<file path="config.mk">
export PLATFORM = sky130hd
export DESIGN_NAME = layer2_sequencer
export DESIGN_NICKNAME = d
export VERILOG_FILES = /design/src/rtl/layer2_sequencer.sv
export SDC_FILE = /design/constraint.sdc
export NUM_CORES = 1
export LEC_CHECK = 0
export CORE_UTILIZATION = 30
export DETAILED_ROUTE_END_ITERATION = 7
export PLACE_DENSITY = 0.66
export SYNTH_ARGS = -nofsm -noshare
export SYNTH_HDL_FRONTEND = slang
export SYNTH_SLANG_ARGS = --single-unit
</file>
<file path="constraint.sdc">
create_clock -name sys_clk -period 2.2 [get_ports sys_clk]
set_input_delay 0.44 -clock sys_clk [delete_from_list [all_inputs] [get_ports sys_clk]]
set_output_delay 0.44 -clock sys_clk [all_outputs]
set_load 0.01 [all_outputs]
</file>
<file path="src/rtl/layer2_sequencer.sv">
// ----------------------------------------------------------------------------
// layer2_sequencer
//
// Channel sequencer for the layer-2 max-pooling stage. A layer start launches
// the pooling datapath once per output channel, counts that channel's pooled
// results and writes each one into the layer-2 feature buffer at the linear
// address ch_idx*OUT_PER_CH + result_count. After the last channel a single
// layer_done pulse is issued and the block returns to idle.
//
// Optional feature:
//   LAYER2_SEQ_TIMEOUT_EN  - when defined, a watchdog in COLLECT moves the
//                            FSM into a sticky ERR state if no result arrives
//                            within TIMEOUT_CYC cycles. When undefined the
//                            watchdog and ERR state are not built and
//                            err_timeout is tied low.
//
// Ports:
//   sys_clk      in   1       clock, rising edge
//   sys_rst      in   1       synchronous active-high reset
//   layer_start  in   1       run request, only honoured in IDLE
//   busy         out  1       layer run in progress
//   layer_done   out  1       one-cycle pulse after the last channel
//   ch_idx       out  CH_W    channel currently being processed
//   pool_start   out  1       one-cycle launch pulse to the pooling datapath
//   pool_valid   in   1       result strobe from the datapath
//   pool_data    in   33      result data from the datapath
//   wr_en        out  1       feature-buffer write strobe
//   wr_addr      out  ADDR_W  feature-buffer write address
//   wr_data      out  33      registered copy of pool_data
//   err_timeout  out  1       sticky watchdog error flag
// ----------------------------------------------------------------------------
module layer2_sequencer #(
    parameter int  NUM_CH      = 6,
    parameter int  OUT_PER_CH  = 144,
    parameter int  TIMEOUT_CYC = 4096,
    localparam int CH_W        = ($clog2(NUM_CH) > 1) ? $clog2(NUM_CH) : 1,
    localparam int CNT_W       = $clog2(OUT_PER_CH + 1),
    localparam int ADDR_W      = $clog2(NUM_CH * OUT_PER_CH)
) (
    input  logic              sys_clk,
    input  logic              sys_rst,
    input  logic              layer_start,
    output logic              busy,
    output logic              layer_done,
    output logic [CH_W-1:0]   ch_idx,
    output logic              pool_start,
    input  logic              pool_valid,
    input  logic [32:0]       pool_data,
    output logic              wr_en,
    output logic [ADDR_W-1:0] wr_addr,
    output logic [32:0]       wr_data,
    output logic              err_timeout
);

    typedef enum logic [2:0] {
        ST_IDLE    = 3'd0,
        ST_LAUNCH  = 3'd1,
        ST_COLLECT = 3'd2,
        ST_NEXT    = 3'd3,
        ST_DONE    = 3'd4
`ifdef LAYER2_SEQ_TIMEOUT_EN
        ,
        ST_ERR     = 3'd5
`endif
    } state_t;

    localparam logic [CNT_W-1:0]  CNT_LAST  = CNT_W'(OUT_PER_CH);
    localparam logic [ADDR_W-1:0] BASE_STEP = ADDR_W'(OUT_PER_CH);
    localparam logic [CH_W-1:0]   CH_LAST   = CH_W'(NUM_CH - 1);

    state_t            r_state;
    logic              r_busy;
    logic              r_layer_done;
    logic              r_pool_start;
    logic              r_wr_en;
    logic [CH_W-1:0]   r_ch_idx;
    logic [CNT_W-1:0]  r_cnt;
    logic [ADDR_W-1:0] r_base;
    logic [ADDR_W-1:0] r_wr_addr;
    logic [32:0]       r_wr_data;

    logic [CNT_W-1:0]  w_cnt_inc;
    logic [ADDR_W-1:0] w_addr;

    // The base register advances by OUT_PER_CH per channel, so the write
    // address is a single add instead of ch_idx*OUT_PER_CH.
    assign w_cnt_inc = r_cnt + CNT_W'(1'b1);
    assign w_addr    = r_base + ADDR_W'(r_cnt);

`ifdef LAYER2_SEQ_TIMEOUT_EN
    localparam int               TMO_W     = $clog2(TIMEOUT_CYC + 1);
    localparam logic [TMO_W-1:0] TMO_LIMIT = TMO_W'(TIMEOUT_CYC);

    logic             r_err_timeout;
    logic [TMO_W-1:0] r_tmo_cnt;
    logic [TMO_W-1:0] w_tmo_inc;

    assign w_tmo_inc   = r_tmo_cnt + TMO_W'(1'b1);
    assign err_timeout = r_err_timeout;
`else
    logic w_unused_tmo;

    assign w_unused_tmo = (TIMEOUT_CYC > 32'sd0);
    assign err_timeout  = 1'b0;
`endif

    // Sequencer FSM with all outputs registered.
    always_ff @(posedge sys_clk) begin
        if (sys_rst) begin
            r_state      <= ST_IDLE;
            r_busy       <= 1'b0;
            r_layer_done <= 1'b0;
            r_pool_start <= 1'b0;
            r_wr_en      <= 1'b0;
            r_ch_idx     <= {CH_W{1'b0}};
            r_cnt        <= {CNT_W{1'b0}};
            r_base       <= {ADDR_W{1'b0}};
            r_wr_addr    <= {ADDR_W{1'b0}};
            r_wr_data    <= 33'd0;
`ifdef LAYER2_SEQ_TIMEOUT_EN
            r_tmo_cnt     <= {TMO_W{1'b0}};
            r_err_timeout <= 1'b0;
`endif
        end else begin
            // Strobes default low so each is a single-cycle pulse.
            r_pool_start <= 1'b0;
            r_layer_done <= 1'b0;
            r_wr_en      <= 1'b0;

            case (r_state)
                ST_IDLE: begin
                    if (layer_start) begin
                        r_state      <= ST_LAUNCH;
                        r_busy       <= 1'b1;
                        r_pool_start <= 1'b1;
                        r_ch_idx     <= {CH_W{1'b0}};
                        r_cnt        <= {CNT_W{1'b0}};
                        r_base       <= {ADDR_W{1'b0}};
                    end else begin
                        r_state <= ST_IDLE;
                    end
                end

                ST_LAUNCH: begin
                    // pool_start is high for this one cycle; results are
                    // accepted from the next edge onwards.
                    r_cnt   <= {CNT_W{1'b0}};
`ifdef LAYER2_SEQ_TIMEOUT_EN
                    r_tmo_cnt <= {TMO_W{1'b0}};
`endif
                    r_state <= ST_COLLECT;
                end

                ST_COLLECT: begin
                    if (pool_valid) begin
                        r_wr_en   <= 1'b1;
                        r_wr_data <= pool_data;
                        r_wr_addr <= w_addr;
                        r_cnt     <= w_cnt_inc;
`ifdef LAYER2_SEQ_TIMEOUT_EN
                        r_tmo_cnt <= {TMO_W{1'b0}};
`endif
                        // Leave on the same edge as the final write.
                        if (w_cnt_inc == CNT_LAST) begin
                            r_state <= ST_NEXT;
                        end else begin
                            r_state <= ST_COLLECT;
                        end
                    end
`ifdef LAYER2_SEQ_TIMEOUT_EN
                    else if (w_tmo_inc == TMO_LIMIT) begin
                        r_state       <= ST_ERR;
                        r_busy        <= 1'b0;
                        r_err_timeout <= 1'b1;
                        r_tmo_cnt     <= w_tmo_inc;
                    end else begin
                        r_tmo_cnt <= w_tmo_inc;
                        r_state   <= ST_COLLECT;
                    end
`else
                    else begin
                        r_state <= ST_COLLECT;
                    end
`endif
                end

                ST_NEXT: begin
                    if (r_ch_idx == CH_LAST) begin
                        r_state      <= ST_DONE;
                        r_layer_done <= 1'b1;
                    end else begin
                        r_state      <= ST_LAUNCH;
                        r_pool_start <= 1'b1;
                        r_ch_idx     <= r_ch_idx + CH_W'(1'b1);
                        r_base       <= r_base + BASE_STEP;
                    end
                end

                ST_DONE: begin
                    // busy covers the layer_done cycle and drops afterwards.
                    r_busy  <= 1'b0;
                    r_state <= ST_IDLE;
                end

`ifdef LAYER2_SEQ_TIMEOUT_EN
                ST_ERR: begin
                    // Sticky until sys_rst; every input is ignored here.
                    r_busy        <= 1'b0;
                    r_err_timeout <= 1'b1;
                    r_state       <= ST_ERR;
                end
`endif

                default: begin
                    r_busy  <= 1'b0;
                    r_state <= ST_IDLE;
                end
            endcase
        end
    end

    assign busy       = r_busy;
    assign layer_done = r_layer_done;
    assign ch_idx     = r_ch_idx;
    assign pool_start = r_pool_start;
    assign wr_en      = r_wr_en;
    assign wr_addr    = r_wr_addr;
    assign wr_data    = r_wr_data;

endmodule

</file>
==> results of run 1 <==
==> worst max path at each step <==
stage                startpoint         to  slack, ns  cells after the start
global placement    layer_start  r_base[9]       0.18                      5
detailed placement  layer_start  ch_idx[1]       0.16                      5
global route          ch_idx[1]  ch_idx[1]       0.31                      6
finish                ch_idx[1]  ch_idx[1]       0.45                      6
floorplan             ch_idx[1]  r_base[8]       0.56                      7
CTS                   ch_idx[1]  r_base[7]       0.44                      6
==> cell usage after synthesis (2+ instances only) <==
cell      count
nand2_1      80
dfxtp_1      67
a21oi_1      48
nor2_1       14
clkbuf_1     13
nor3_1       11
ha_1         10
o21ai_1       8
inv_1         7
nand3_1       7
or4_1         6
xnor2_1       6
a211oi_1      5
o31ai_1       5
xor2_1        5
buf_1         4
buf_2         4
nand2b_1      4
o21ai_0       4
a311oi_1      3
nand4_1       3
a31o_2        2
a31oi_1       2
and3_1        2
buf_4         2
buf_6         2
mux2i_1       2
nand3b_1      2
nor4_1        2
or3_1         2
==> cell type report <==
cell class	count	share of cell area (%)
tap	129	3.98
sequential	67	33.1
timing repair buffer	94	22.9
multi-input combinational	246	34.4
clock inverter	5	1.48
inverter	8	0.740
clock buffer	11	3.49
==> layer usage <==
layer,vias to the layer above,global-route usage (%)
li1,1352,-
met1,1218,16.7
met2,65,23.3
met3,10,3.87
met4,0,6.11
met5,-,0
==> state kept, by name (all words and copies together), names as in the netlist <==
register	flops
wr_addr	10
ch_idx	3
wr_data	33
r_state	3
layer_done	1
r_base	6
r_cnt	8
busy	1
wr_en	1
pool_start	1
==> cells by family (layout without fill, tap and decap cells) <==
family | count (synthesis) | count (layout) | share of synthesized area (%)
simple gates | 138 | 138 | 22.3
compound gates | 83 | 83 | 17.0
flops | 67 | 67 | 46.9
buf+inv | 33 | 118 | 5.29
xor+xnor | 11 | 11 | 3.37
fa+ha+maj | 10 | 10 | 4.37
mux | 2 | 2 | 0.699
other cells | 1 | 2 | 0.131
==> through the flow <==
stage	hold WS, ns	std cells
6_report	0.455	560
4_1_cts	0.458	560
2_1_floorplan	0.461	346
3_5_place_dp	0.447	544
3_3_place_gp	0.441	544
5_1_grt	0.478	560
==> power breakdown <==
group | internal (mW) | total [mW] | leakage, nW | switching [mW]
clock network | 0.561 | 1.04 | 0.100 | 0.483
registers | 1.25 | 1.29 | 0.542 | 0.0334
logic | 0.169 | 0.315 | 0.762 | 0.147
total | 1.98 | 2.64 | 1.40 | 0.663
==> cell usage in the layout, fill, tap and decap left out, types with 4 or more instances in the layout <==
cell / instances
o21ai_0: 4
clkdlybuf4s50_1: 85
xor2_1: 5
a211oi_1: 5
buf_4: 7
or4_1: 6
ha_1: 10
nand2b_1: 4
xnor2_1: 6
clkbuf_8: 10
nand3_1: 7
nand2_1: 80
nor2_1: 14
inv_1: 7
dfxtp_1: 67
nor3_1: 11
a21oi_1: 48
o31ai_1: 5
o21ai_1: 8
==> critical path: stages, from the launching register on <==
cell and delay [ns]:
dfxtp_1 0.38, inv_1 0.06, ha_1 0.17, nand2_1 0.14
a31oi_2 0.25, or4_1 0.54, a21oi_1 0.15
==> summary.txt, run 1 <==
Drt
  • WL met3: 344 um
  • Max Used Layer: met4
  • DRT met1 WL: about 3200 um
  • DR vias/cell: 4.72
  • Via count: 2645
  • Met2 Routed Length: around 3000 um
  • WL final: 6660 um
  • WL/cell: around 12 um
  • Initial drt markers: 116
  • Drt pass-1 iters: 4
  • Final ANT Viol Nets: 0
  • Residual DRC: 0

Layout
  • Multi-input gate area: 0.00139 mm2
  • Number of diodes: 0
  • Post-layout instance area: 0.00406 mm2
  • Area occupied by registers: about 0.0013 mm2
  • Final nets: 473
  • Util after Layout: a little over two fifths
  • Fill cell count: approximately 940
  • P&R area growth vs syn: 41.7%
  • Fraction of layout cells with a size suffix above 1: slightly above 7%

Status
  • Status: completed

Synthesis
  • Syn Std Cell Area: 0.00286 mm2
  • Area leader, netlist: dfxtp_1
  • Syn. warnings: 0
  • Distinct cells, synth: between 40 and 50
  • Sequential share of the synthesized area: between 40% and 50%
  • Main synth FF type: dfxtp_1
  • Mean Syn Cell Area: ~8.3 um2
  • FFs w/ async S/R, synth: 0%
  • Gate count after technology mapping: 345
  • Area contributors post-synth: dfxtp_1, nand2_1, a21oi_1
  • Synth Register Bits: between 60 and 70
  • Share of the synthesized area in the top cell type: between 40% and 50%
  • Post-synth EDFFs: 0

GRT
  • Largest net degree at the start of global routing: 52
  • GR Util All Layers: between 10% and 20%
  • First-pass GRT wire length: 11000 um
  • Total congestion overflow: 0
  • Initial antenna violation count: 0
  • Vias in the first global route: approximately 2400

Critical path
  • Setup crit end kind: flip-flop
  • FF-to-FF path depth: 6
  • Internal reg-to-reg setup slack: approximately 0.45 ns
  • Critical path launch point type: flip-flop
  • CP Class: reg2reg
  • Critical Path AT: 2.02 ns
  • Worst path required time: 2.47 ns
  • Worst reg2reg startpoint: ch_idx[1]
  • Reg-to-reg critical path endpoint: ch_idx[1]
  • Critical Path Fanout Max: 13

Die
  • Die area: 0.00994 mm2
  • I/O Pins: 88
  • Total core area: roughly 0.0092 mm2
  • Starting density of the core: 31.0%
  • FP Rows: 35
  • DIE WIDTH: around 100 um
  • Die Ht: about 100 um

Min path
  • HP Class: reg2reg
  • HP Start: wr_data[31]
  • Hold path cells: 2
  • Hold EP: wr_data[31]

Clock tree
  • Max Buffers Root-to-Sink: 2
  • Post-CTS setup buffer count: 0
  • Clk slew on worst S/H paths: approximately 0.08 ns
  • CTS Sinks: 67
  • Post-CTS Hold Buffers: 0
  • Clk_lat worst skew: 0.34 ns
  • H-tree levels: 3
  • Post-CTS sizing: 0
  • Clock Tree Root: clkbuf_8
  • Cts bufs inserted: 9
  • CTS tree: done

Timing
  • Final Slew Violations: 0
  • Worst Max-Slew Pin Slew: approximately 0.54 ns
  • Number of hold violations in the final report: 0
  • Fmax achieved: ~0.57 GHz
  • Post-route setup slack: 0.449 ns
  • Final setup TNS: 0 ns
  • Final period util: 79.6%
  • RSZ-0062 raised after global routing: no
  • Clk_skew: ~0.0055 ns
  • Fin crit period: between 1.5 and 2 ns
  • Slew HR: a little under two thirds
  • Setup-failing EPs final: 0

Pwr
  • Max VDD drop: roughly 0.37 mV
  • Leak: roughly 1.4 nW
  • Power consumption: about 2.6 mW
  • Power Dens Cells: approximately 650 mW/mm2

Placement
  • Setup WS pre-CTS: around 0.16 ns
  • HPWL after DPL: between 4000 and 5000 um
  • # port buffers: 86
  • Placement Cell Area: roughly 0.0039 mm2
  • Gpl congestion: between 0.7 and 0.8

Flow run
  • MaxCap Viol Count: 0
Note: power is estimated with default switching activity, not from simulation.
==> inputs of run 2 (changes only) <==
--- a/config.mk
+++ b/config.mk
@@ -7,7 +7,7 @@
 export LEC_CHECK = 0
 export CORE_UTILIZATION = 30
 export DETAILED_ROUTE_END_ITERATION = 7
-export PLACE_DENSITY = 0.66
+export PLACE_DENSITY = 0.68
 export SYNTH_ARGS = -nofsm -noshare
 export SYNTH_HDL_FRONTEND = slang
 export SYNTH_SLANG_ARGS = --single-unit
==> constraint.sdc (replaced) <==
create_clock -name sys_clk -period 1.6 [get_ports sys_clk]
set_input_delay 0.32 -clock sys_clk [delete_from_list [all_inputs] [get_ports sys_clk]]
set_output_delay 0.32 -clock sys_clk [all_outputs]
set_load 0.01 [all_outputs]
==> summary.txt, run 2 (same netlist as run 1, synthesis figures left out) <==
Pwr
  • Max VDD drop: 0.447 mV (+20%)
  • Switching portion of total power: 23.1% (-2.0 points)
  • Flop pwr share: 46.1% (-2.5 points)
  • P_sw: 886 uW (+34%)
  • Internal power: 2.95 mW (+49%)
  • Comb pwr share: 12.8% (+0.9 points)
  • Clock network power share: 41.1% (+1.6 points)
  • Power Dens Cells: 897 mW/mm2 (+38%)
  • Power consumption: 3.84 mW (+45%)
  • Leak: 1.57 nW (+12%)

Critical path
  • Slowest cell on crit path: clkdlybuf4s50_1
  • CP Class: reg2out
  • Worst reg2reg startpoint: r_state[0]
  • Critical path launch point type: flip-flop
  • Setup crit end kind: primary output
  • Worst path required time: 1.28 ns (-1.19 ns)
  • Reg-to-reg critical path endpoint: r_base[8]
  • Critical Path Fanout Max: 2 (-11)
  • Critical Path AT: 1.22 ns (-0.80 ns)
  • FF-to-FF path depth: 4 (-2)
  • Crit. Startpoint: wr_data[15]
  • Internal reg-to-reg setup slack: 0.09 ns (-0.36 ns)
  • Cell chain of the critical path: clkdlybuf4s50_1
  • Buf/Inv on CP: 1 (unchanged)
  • Top delay family on crit path: buffers and inverters
  • Slowest cell delay on critical path: 0.54 ns (about the same)

Die
  • I/O Pins: 88 (unchanged)
  • Die Ht: 99.7 um (unchanged)
  • Starting density of the core: 31.0% (unchanged)
  • FP Rows: 35 (unchanged)
  • Die area: 0.00994 mm2 (unchanged)
  • DIE WIDTH: 99.7 um (unchanged)
  • Total core area: 0.00924 mm2 (unchanged)

Clock tree
  • CTS Sinks: 67 (unchanged)
  • H-tree levels: 3 (unchanged)
  • Post-CTS setup buffer count: 0 (unchanged)
  • Clk slew on worst S/H paths: 0.07 ns (about the same)
  • Clk_lat worst skew: 0.33 ns (about the same)
  • Clock Tree Root: clkbuf_8
  • Cts bufs inserted: 9 (unchanged)
  • Max Buffers Root-to-Sink: 2 (unchanged)
  • CTS tree: done
  • Post-CTS Hold Buffers: 0 (unchanged)

Placement
  • Setup WS pre-CTS: -0.316 ns (-0.472 ns)
  • # port buffers: 86 (unchanged)
  • Gpl congestion: 0.802 (+0.60%)
  • HPWL after DPL: 4890 um (+4.8%)
  • Placed cell count: 562 (+3.3%)

Layout
  • Number of diodes: 0 (unchanged)
  • Most frequent cells in the layout: clkdlybuf4s50_1, nand2_1, dfxtp_1, a21oi_1, buf_4
  • Largest register FFs: 33 (unchanged)
  • Most common library cell in the layout ignoring fill and taps: clkdlybuf4s50_1
  • Fraction of layout cells with a size suffix above 1: 12.4% (+5.3 points)
  • Final nets: 492 (+4.0%)
  • Fin cells: 579 (+3.4%)
  • P&R area growth vs syn: 49.6%

GRT
  • Initial antenna violation count: 0 (unchanged)
  • Total congestion overflow: 0 (unchanged)
  • First-pass GRT wire length: 11300 um (+2.4%)
  • Largest net degree at the start of global routing: 39 (-25%)
  • GR Util All Layers: 14.1% (+0.11 points)
  • Vias in the first global route: 2515 (+2.9%)

Min path
  • HP Class: in2reg
  • Hold path cells: 3 (+1)
  • Hold EP: pool_start
  • HP Start: sys_rst

Timing
  • Final Slew Violations: 0 (unchanged)
  • RSZ-0062 raised after global routing: yes
  • Clk_skew: 0.00705 ns (+0.00155 ns)
  • Worst hold margin: 0.447 ns (-0.00761 ns)
  • Final period util: between 90% and 100%
  • Setup-failing EPs final: 0 (unchanged)
  • Post-route setup slack: 0.0577 ns (-0.392 ns)
  • Fin crit period: 1.54 ns
  • Fmax achieved: between 0.6 and 0.7 GHz
  • Number of hold violations in the final report: 0 (unchanged)

Drt
  • DR vias/cell: 4.69 (-0.76%)
  • Drt pass-1 iters: 4 (unchanged)
  • Residual DRC: 0 (unchanged)
  • Final ANT Viol Nets: 0 (unchanged)
  • WL final: 6970 um (+4.7%)
  • Via count: 2714 (+2.6%)
  • Initial drt markers: 132 (+14%)
  • WL/cell: 12.0 um (+1.2%)

Flow run
  • MaxCap Viol Count: 0 (unchanged)

Status
  • Status: completed
-- run 2: changes by cell type in the layout (fill, tap and decap cells not counted), moves of 2 or more --
cell | before | now
buf_12 | 1 | 3
dlymetal6s2s_1 | 0 | 2
inv_6 | 2 | 0
dlygate4sd2_1 | 0 | 3
dfxtp_1 | 67 | 64
buf_4 | 7 | 23
clkdlybuf4s50_1 | 85 | 80
dfxtp_4 | 0 | 2
-- run 2: what timing repair did --
action | 4_1_cts | 5_1_grt
pin swaps | 0 | 5
cloned | 0 | 1
setup endpoints to repair | 18 | 20
gates resized for setup | 5 | 8
-- run 2: metrics by stage --
step | area (um2) | utilization (%) | TNS, ns
6_report | 4280 | 46.3 | 0
2_1_floorplan | 2870 | - | 0
3_3_place_gp | 4020 | 43.5 | -6.64
4_1_cts | 4250 | 46.0 | 0
5_1_grt | 4280 | 46.3 | -0.0438
3_5_place_dp | 4020 | 43.5 | -9.33
-- run 2: power by group through the flow --
stage / Combinational (mW) / Clock, mW / Sequential, mW
after floorplan: 0.210 / 0 / 1.81
after detailed placement: 0.486 / 0 / 1.80
final: 0.492 / 1.58 / 1.77
after global routing: 0.539 / 1.72 / 1.78
after global placement: 0.476 / 0 / 1.80
after CTS: 0.491 / 1.64 / 1.77
-- run 2: worst max-delay path by stage --
stage	cells after the start	end
2_1_floorplan	7	r_base[8]
3_3_place_gp	5	r_base[7]
3_5_place_dp	5	r_base[8]
4_1_cts	1	wr_addr[8]
5_1_grt	5	wr_addr[9]
6_report	1	wr_data[15]
-- run 2: layout make-up --
class                   count  area, um2
fillers                   896       4960
clock inverters             4       72.6
clock buffers              12        155
repair buffers            112       1090
well taps                 129        161
inverters                   8       30.0
flip-flops and latches     67       1350
multi-input cells         247       1420
-- run 2: per-layer routing --
layer | track usage [%] | part of all wire, %
met1 | 17.4 | 45
met2 | 23.2 | 48
met3 | 3.30 | 5.2
met4 | 6.22 | 1.4
met5 | 0 | 0
